[src/rtl/ones_mod_pkg.sv]
// ones_mod_pkg
//   Shared constants and helpers for the ones_mod_detect block.
//   - Default parameter values used by the top module.
//   - clamp_mod(): maps a requested modulus onto the supported range 1..maxmod.
package ones_mod_pkg;

  localparam int W_DEFAULT       = 4;
  localparam int MAXMOD_DEFAULT  = 16;
  localparam int DEF_MOD_DEFAULT = 4;
  localparam int HW_DEFAULT      = 8;

  // A modulus of 0 is meaningless and 1 degenerates to "every beat is a
  // multiple", so both collapse to 1; oversize requests saturate at maxmod.
  function automatic int clamp_mod(input int val, input int maxmod);
    if (val <= 1) begin
      return 1;
    end else if (val > maxmod) begin
      return maxmod;
    end else begin
      return val;
    end
  endfunction

endpackage

[src/rtl/popcount.sv]
// popcount
//   Counts the number of set bits in a W-bit word (purely combinational).
//   Ports:
//     din : input  [W-1:0]             word to count
//     pop : output [$clog2(W+1)-1:0]   number of 1s in din, 0..W
module popcount #(
  parameter int W = 4
) (
  input  logic [W-1:0]             din,
  output logic [$clog2(W+1)-1:0]   pop
);

  localparam int PW = $clog2(W + 1);

  always_comb begin
    pop = '0;
    for (int i = 0; i < W; i++) begin
      pop = pop + PW'(din[i]);
    end
  end

endmodule

[src/rtl/ones_mod_detect.sv]
// ones_mod_detect
//   Accumulates the number of 1s seen on din (when en=1) modulo a run-time
//   programmable modulus and flags when the running count is a multiple.
//   Ports:
//     clk     : input             rising-edge clock
//     rst     : input             asynchronous active-high reset
//     en      : input             din valid this cycle
//     din     : input  [W-1:0]    bits whose 1s are accumulated
//     load    : input             load mod_val as the new modulus (din ignored)
//     mod_val : input  [MW-1:0]   requested modulus (clamped to 1..MAXMOD)
//     residue : output [MW-1:0]   registered running count mod modulus
//     y_moore : output            registered, residue == 0
//     y_mealy : output            combinational, this beat lands on a multiple
//     hits    : output [HW-1:0]   registered count of beats landing on a multiple
module ones_mod_detect
  import ones_mod_pkg::*;
#(
  parameter int W       = W_DEFAULT,
  parameter int MAXMOD  = MAXMOD_DEFAULT,
  parameter int DEF_MOD = DEF_MOD_DEFAULT,
  parameter int HW      = HW_DEFAULT,
  localparam int MW     = $clog2(MAXMOD + 1)
) (
  input  logic          clk,
  input  logic          rst,
  input  logic          en,
  input  logic [W-1:0]  din,
  input  logic          load,
  input  logic [MW-1:0] mod_val,
  output logic [MW-1:0] residue,
  output logic          y_moore,
  output logic          y_mealy,
  output logic [HW-1:0] hits
);

  localparam int PW = $clog2(W + 1);
  // Wide enough for residue (<= MAXMOD-1) plus pop (<= W) without overflow.
  localparam int SW = $clog2(MAXMOD + W + 1);

  logic [PW-1:0] pop;
  logic [MW-1:0] modulus;
  logic [MW-1:0] mod_clamped;
  logic [SW-1:0] sum;
  logic [MW-1:0] acc_res;
  logic          acc_zero;
  logic [MW-1:0] residue_nxt;
  logic [MW-1:0] modulus_nxt;
  logic [HW-1:0] hits_nxt;

  popcount #(.W(W)) u_popcount (
    .din (din),
    .pop (pop)
  );

  assign mod_clamped = MW'(clamp_mod(int'(mod_val), MAXMOD));

  // pop may exceed the modulus (e.g. W=4, m=3), so a single conditional
  // subtract is not enough; a true remainder is taken. modulus is never 0.
  always_comb begin
    sum      = SW'(residue) + SW'(pop);
    acc_res  = MW'(sum % SW'(modulus));
    acc_zero = (acc_res == '0);
  end

  always_comb begin
    residue_nxt = residue;
    modulus_nxt = modulus;
    hits_nxt    = hits;
    if (load) begin
      residue_nxt = '0;
      modulus_nxt = mod_clamped;
      hits_nxt    = '0;
    end else if (en) begin
      residue_nxt = acc_res;
      if (acc_zero) begin
        hits_nxt = hits + HW'(1);
      end
    end
  end

  assign y_mealy = en && !load && !rst && acc_zero;
  assign y_moore = (residue == '0);

  always_ff @(posedge clk or posedge rst) begin
    if (rst) begin
      residue <= '0;
    end else begin
      residue <= residue_nxt;
    end
  end

  always_ff @(posedge clk or posedge rst) begin
    if (rst) begin
      modulus <= MW'(DEF_MOD);
    end else begin
      modulus <= modulus_nxt;
    end
  end

  always_ff @(posedge clk or posedge rst) begin
    if (rst) begin
      hits <= '0;
    end else begin
      hits <= hits_nxt;
    end
  end

endmodule

[config.mk]
export PLATFORM = sky130hd
export DESIGN_NAME = ones_mod_detect
export DESIGN_NICKNAME = d
export VERILOG_FILES = /design/src/rtl/ones_mod_pkg.sv /design/src/rtl/popcount.sv /design/src/rtl/ones_mod_detect.sv
export SDC_FILE = /design/constraint.sdc
export NUM_CORES = 1
export LEC_CHECK = 0
export ABC_AREA = 1
export CELL_PAD_IN_SITES_DETAIL_PLACEMENT = 1
export CELL_PAD_IN_SITES_GLOBAL_PLACEMENT = 2
export CORE_MARGIN = 4
export CORE_UTILIZATION = 28
export CTS_CLUSTER_DIAMETER = 100
export DETAILED_ROUTE_END_ITERATION = 10
export PLACE_DENSITY = 0.76
export SLEW_MARGIN = 5
export SYNTH_ARGS = -nofsm -noshare
export SYNTH_HDL_FRONTEND = slang
export SYNTH_SLANG_ARGS = --single-unit
[constraint.sdc]
create_clock -name clk -period 9.49 [get_ports clk]
set_input_delay 1.4235 -clock clk [delete_from_list [all_inputs] [get_ports clk]]
set_output_delay 1.4235 -clock clk [all_outputs]
set_load 0.03 [all_outputs]
Yosys cells after proc, flatten, opt, wreduce, memory -nomap -nowiden
Cells that the tools add are included.

Add/sub/neg operators: 5. $mul: 0. Div/mod/pow operators: 1. $lt $le $gt $ge: 2. Equal/unequal tests: 0. Shift operators: 0. Muxes and demuxes: 7. Bitwise gates (word level): 0. Reduce and logical (&&, ||, !) cells: 10.

Operators with widths (count): 2-to-1 mux 8 bit (3); 2-to-1 mux 5 bit (4); zero test 5 bit (2); adder 8 x 1 -> 8 bit (second input constant) (1); adder 3 x 1 -> 3 bit (2); adder 5 x 3 -> 5 bit (1); > comparator 5 bit (second input constant) (1); less-or-equal comparator 5 x 1 -> 1 bit (second input constant) (1); modulo 5 x 5 -> 5 bit (1); nonzero test 2 bit (2); logical AND 1 bit (3); adder 1 x 1 -> 2 bit (1); zero test 1 bit (2); AND reduction 2 bit (1).

Bits in registers: 18. Bits in latches: 0. RAM bits: 0. Memory bits (read-only): 0. Input port bits: 13. Output and inout bits: 15. Memories kept: 0.

Logic depth before layout (Yosys ltp)
Gate-level depths: netlist of run 1.

Word-level depth: 9. Depth in mapped cells: 58. Mapped depth without buffers: 58.

By module
A second synthesis of run 1 with hierarchy kept.

Cells, all modules: 265. Area total of the unflattened synthesis: 1994.4 um^2.

By module, submodules not included: ones_mod_detect (instances 1, cells an instance 257, area each 1930.6 um^2, sequential area each 451.7 um^2); popcount (instances 1, cells an instance 8, area each 63.8 um^2, sequential area each 0.0 um^2).

Least setup slack after synthesis of run 1
No wires, ideal clock.

Path kind: input to output. Start point: input port din[0]. End point: output port y_mealy. Arrival: 8.556 ns. Data required time: 8.067 ns. Setup slack: -0.489 ns. Stages: 51. Path buffers: 0. Cell sequence: ha_1 inv_1 fa_1 inv_1 ha_1 fa_1 nand3_1 nand2_1 nand2_1 nand2_1 ha_1 nand3_1 nand2_1 inv_1 ha_1 nand2_1 nor2_1 nand2_1 [15 not listed] o21ai_2 o21ai_2 nand2_2 nand2_2 nand3_1 and2_1 ha_1 a21oi_2 o21ai_2 nand2_1 nand3_2 a21oi_4 inv_2 o21ai_2 nand3_2 nor2_4 nand3_4 nor3_1.

Word-level cells in the longest chain between the ends: 7.

Ends and longest elaborated chain: start, declared (line ones_mod_detect.sv:27) `input logic [W-1:0] din,`; adder 1 x 1 -> 2 bit (line popcount.sv:18) `pop = pop + PW'(din[i]);`; adder 3 x 1 -> 3 bit (2 in a row) (line popcount.sv:18); adder 5 x 3 -> 5 bit (line ones_mod_detect.sv:60) `sum = SW'(residue) + SW'(pop);`; modulo 5 x 5 -> 5 bit (line ones_mod_detect.sv:61) `acc_res = MW'(sum % SW'(modulus));`; zero test 5 bit (line ones_mod_detect.sv:62) `acc_zero = (acc_res == '0);`; logical AND 1 bit (line ones_mod_detect.sv:81) `assign y_mealy = en && !load && !rst && acc_zero;`; end, declared (line ones_mod_detect.sv:32) `output logic y_mealy,`.

No other way between the ends.

Worst setup path in the final report of run 1
Start point: input port din[1]. End point: output port y_mealy.

Same word-level chain as after synthesis.

==> results by stage, run 1 <==
Clock network:
- The insertion delay of the later-clocked pin in the worst-skew pair is 0.25 ns.
- The clock root buffer is clkbuf_8.
- In this run, post-CTS hold repair placed 0 buffers.
- The number of sinks on the clock net is 18.
- The clock slew at the register clock pins of the worst setup and hold paths is 0.07 ns.
- The maximum buffer depth of the clock tree is 2.
- Clock tree synthesis inserted a total of 3 buffers.
- The H-tree depth is 1.
- The clock tree from TritonCTS is done.

STA:
- The final worst clock skew is 0.00106 ns.
- The worst pin sits at a relative slew slack of 0.532.
- For the finished layout, the period the worst path requires is 9.81 ns.
- The count of final hold-check violations is 0.
- The smallest setup slack after layout is -0.315 ns.
- The sum of negative setup slack is -0.315 ns.
- Of the available clock period, the critical path in the final layout requires 1.03.
- The number of max-slew violations in the final report is 0.
- Setup repair after global routing could not meet its margin everywhere.
- For this run, the top clock speed supported by timing is 0.102 GHz.
- At the pin with the least slew margin, the transition time is 0.701 ns.
- The number of setup violations in the final report is 1.

Floorplanning:
- The placeable core region is 6830 um2.
- The floorplan step defined a die boundary enclosing 8480 um2.
- The I/O pin count is 28.
- The initial cell density of the core is 0.290.
- The floorplan has 30 rows.
- The die is 92.1 um tall.
- The horizontal die dimension is 92.1 um.

Global routing:
- For this run, the total global-route usage over all layers was measured as 0.151.
- The global routing's busiest layer is met2.
- The global routing usage on met2 is 0.265.
- The number of antenna violations at the first check in global routing came to 0.
- The first global-routing pass estimated 10.5 mm of wire.
- The number of global-route vias before repair is 2206.
- For met1 alone, demand over resource in global routing was 0.202.
- The global-route track usage on met3 is 0.0172.
- Global routing finished with a remaining overflow of 0.
- Entering global routing, the biggest net connects 19 pins.

Critical path:
- The critical path crosses 54 cells after its start point.
- The startpoint type of the worst setup path is an input pin.
- The number of buffers and inverters on the critical path is 9.
- For flop-to-flop paths, the worst setup slack is roughly 2.7 ns.
- The highest net fanout along the worst path is 5.
- The slowest library cell on the worst path is fa_2.
- The highest cell delay on the worst timing path is 0.51 ns.
- The type of element capturing the critical path is an output pin.
- Grouping stages by cell kind, the critical path spends the most delay in simple AND/OR/NAND/NOR gates.
- The kind of critical path is input pin to output pin.
- The data arrival time of the critical path is between 8 and 9 ns.
- At the worst endpoint, the required time is 8.07 ns.
- The number of cells on the worst reg-to-reg path is 52.

Detailed routing:
- The final antenna-violating net count is 0.
- The count of routing violations after the opening detailed-route iteration is 48.
- The number of detailed-routing iterations run before antenna repair is 4.
- After detailed routing, the number of remaining DRC violations is 0.
- The detailed router placed 2125 vias in this run.
- For this block, the routed nets add up to between 6 and 7 mm of wire.
- The via count normalized by instance count is 4.59.
- The wire length per cell after detailed routing is 13.6 um.

Synthesis:
- The synthesized area per cell is between 7 and 8 um2.
- The main flop type after synthesis is dfrtp_1.
- Sorting the synthesized cells by how often they occur yields nand2_1, inv_1, nand3_1.
- The post-synthesis cell type with the largest combined area is dfrtp_1.
- After synthesis the cells add up to 1980 um2.
- The synthesized instance count is 272.
- By area the synthesized netlist is led by dfrtp_1, ha_1, nand2_1.
- The number of nets produced by synthesis is 311.
- The sequential share of the synthesized area is 0.228.
- The number of different library cells in the post-synthesis netlist is 35.
- Among all cell types in the netlist, the one instantiated most often is nand2_1.
- The synthesized design contains 18 register bits.
- Counting flops with a built-in enable in the synthesized netlist gives 0.
- Of the post-synthesis cell area, the dominant cell type holds 0.215.
- For this run, asynchronously set or reset flops after synthesis account for 1.00.
- The number of warnings issued by yosys is 0.

Cells and area:
- The count of nets after finishing is 407.
- Leaving out filler cells and counting taps, the final layout contains 463.
- The area growth from synthesis to layout is 60.7%.
- The post-route core utilization is 0.466.
- The filler cells instantiated in the layout total 835.
- In the final layout, the share of cells above drive strength 1 is 0.411.
- The number of antenna diodes in the final layout is 0.

Power and ir drop:
- For this design the static power due to leakage is 1.60 nW.
- The design draws 0.00144 W.
- Of the total power, the share spent switching nets is 0.460.
- The cell area power density is about 450 nW/um2.
- The largest vdd supply drop is about 0.00016 V.
- The internal power summed over all cells is about 0.00078 W.
- The share of power burned in registers is 0.072.
- The clock share of power is 0.039.
- The net load switching power is 0.000660 W.
- The part of the total power dissipated in combinational logic is 0.889.

Placed design:
- The HPWL reported at the end of detailed placement is 4.80 mm.
- Timing analysis after detailed placement gives a worst setup slack of -0.928 ns.
- Input and output buffers added on the ports amount to 27.
- The placed instance count is 435.
- Routability-driven placement finished with a final weighted congestion of about 0.80.

Status:
- The flow ran to the end, but the final reports show violations.
- The checks that failed: setup timing.

Hold path:
- The number of cells on the worst hold path is 2.
- The kind of path behind the tightest hold check is flop to flop.

Flow run:
- The tool flagged a number of max-cap violations equal to 0.
logic make-up after synthesis:
group / Yosys count / synth area share
AOI/OAI and AO/OA: 24 / 0.0828
and+or+nand+nor: 143 / 0.358
adders and majority gates: 26 / 0.176
buffers and inverters: 47 / 0.0898
DFF: 18 / 0.228
xor gates and xnor gates: 14 / 0.0657
area by class of cell:
| cell class | count | area (um2) | area share |
|---|---|---|---|
| clock buffers | 4 | 45.0 | 0.0142 |
| inverters | 45 | 176 | 0.0555 |
| multi-input cells | 207 | 1620 | 0.509 |
| flip-flops and latches | 18 | 452 | 0.142 |
| well taps | 96 | 120 | 0.0378 |
| repair buffers | 93 | 767 | 0.241 |
sequential cells by signal, summed over array words and instances, names as in the netlist:
name / count
modulus: 5
hits: 8
residue: 5
worst paths after layout:
path / start / end
worst max-delay path: din[1] / y_mealy
worst min-delay path: hits[7]$_DFFE_PP0P_ / hits[7]$_DFFE_PP0P_
worst max register to register: residue[0]$_DFFE_PP0P_ / hits[0]$_DFFE_PP0P_
worst min register to register: hits[7]$_DFFE_PP0P_ / hits[7]$_DFFE_PP0P_
max in group asynchronous: rst / modulus[4]$_DFFE_PP0P_
min in group asynchronous: rst / hits[0]$_DFFE_PP0P_
per-stage QoR:
step                      hold WS, ns  cell area, um2
after floorplan                 0.575            2060
after global placement          0.533            2760
after detailed placement        0.556            2760
after CTS                       0.572            3040
after global routing            0.603            3180
final                           0.571            3180
layer usage:
layer	share of wire	routed length, um	up-vias
li1	-	-	1074
met1	0.46	2910	1010
met2	0.50	3160	30
met3	0.021	132	11
met4	0.013	81	0
met5	0	0	-
placed cells by master (no fill, tap or decap), types with 2 or more instances in the layout:
cell,n
ha_1,13
a21oi_2,2
nand3_2,9
nand2_2,15
ha_4,10
fa_2,2
nand3_1,27
nand2_4,5
nand3_4,2
xor2_1,6
buf_4,66
inv_2,11
o21ai_2,5
o22ai_1,7
dlygate4sd2_1,2
nor2_4,4
clkdlybuf4s50_1,22
a21oi_1,5
nand4_1,5
nor2_1,11
buf_6,3
clkbuf_8,3
nor2_2,2
a21oi_4,2
nand2_1,54
xnor2_1,7
dfrtp_1,17
inv_1,32
power by group through the flow:
| stage | combinational [W] | sequential, W | clock (W) |
|---|---|---|---|
| detailed placement | 0.00104 | 0.000105 | 0 |
| global placement | 0.00102 | 0.000105 | 0 |
| floorplan | 0.000619 | 0.000117 | 0 |
| global route | 0.00141 | 0.000106 | 0.0000600 |
| finish | 0.00128 | 0.000104 | 0.0000561 |
| CTS | 0.00118 | 0.000104 | 0.0000571 |
timing repair:
action / in CTS / in global routing
buffers inserted: 15 / 9
resized for setup: 40 / 18
endpoints found under the setup margin: 1 / 1
hold endpoints to repair: 0 / 0
pin swaps: 35 / 30
tightest hold or removal path, stage by stage, from the launching register on:
cell     delay, ns
dfrtp_1       0.39
nand3_1       0.09
nand2_1       0.06
Note: power is estimated with default switching activity, not from simulation.
==> run 2: changes to the inputs <==
- CTS_CLUSTER_DIAMETER: 100 -> default
==> results of run 2 <==
Same layout as run 1: the final DEF is identical, and so are final timing and power.
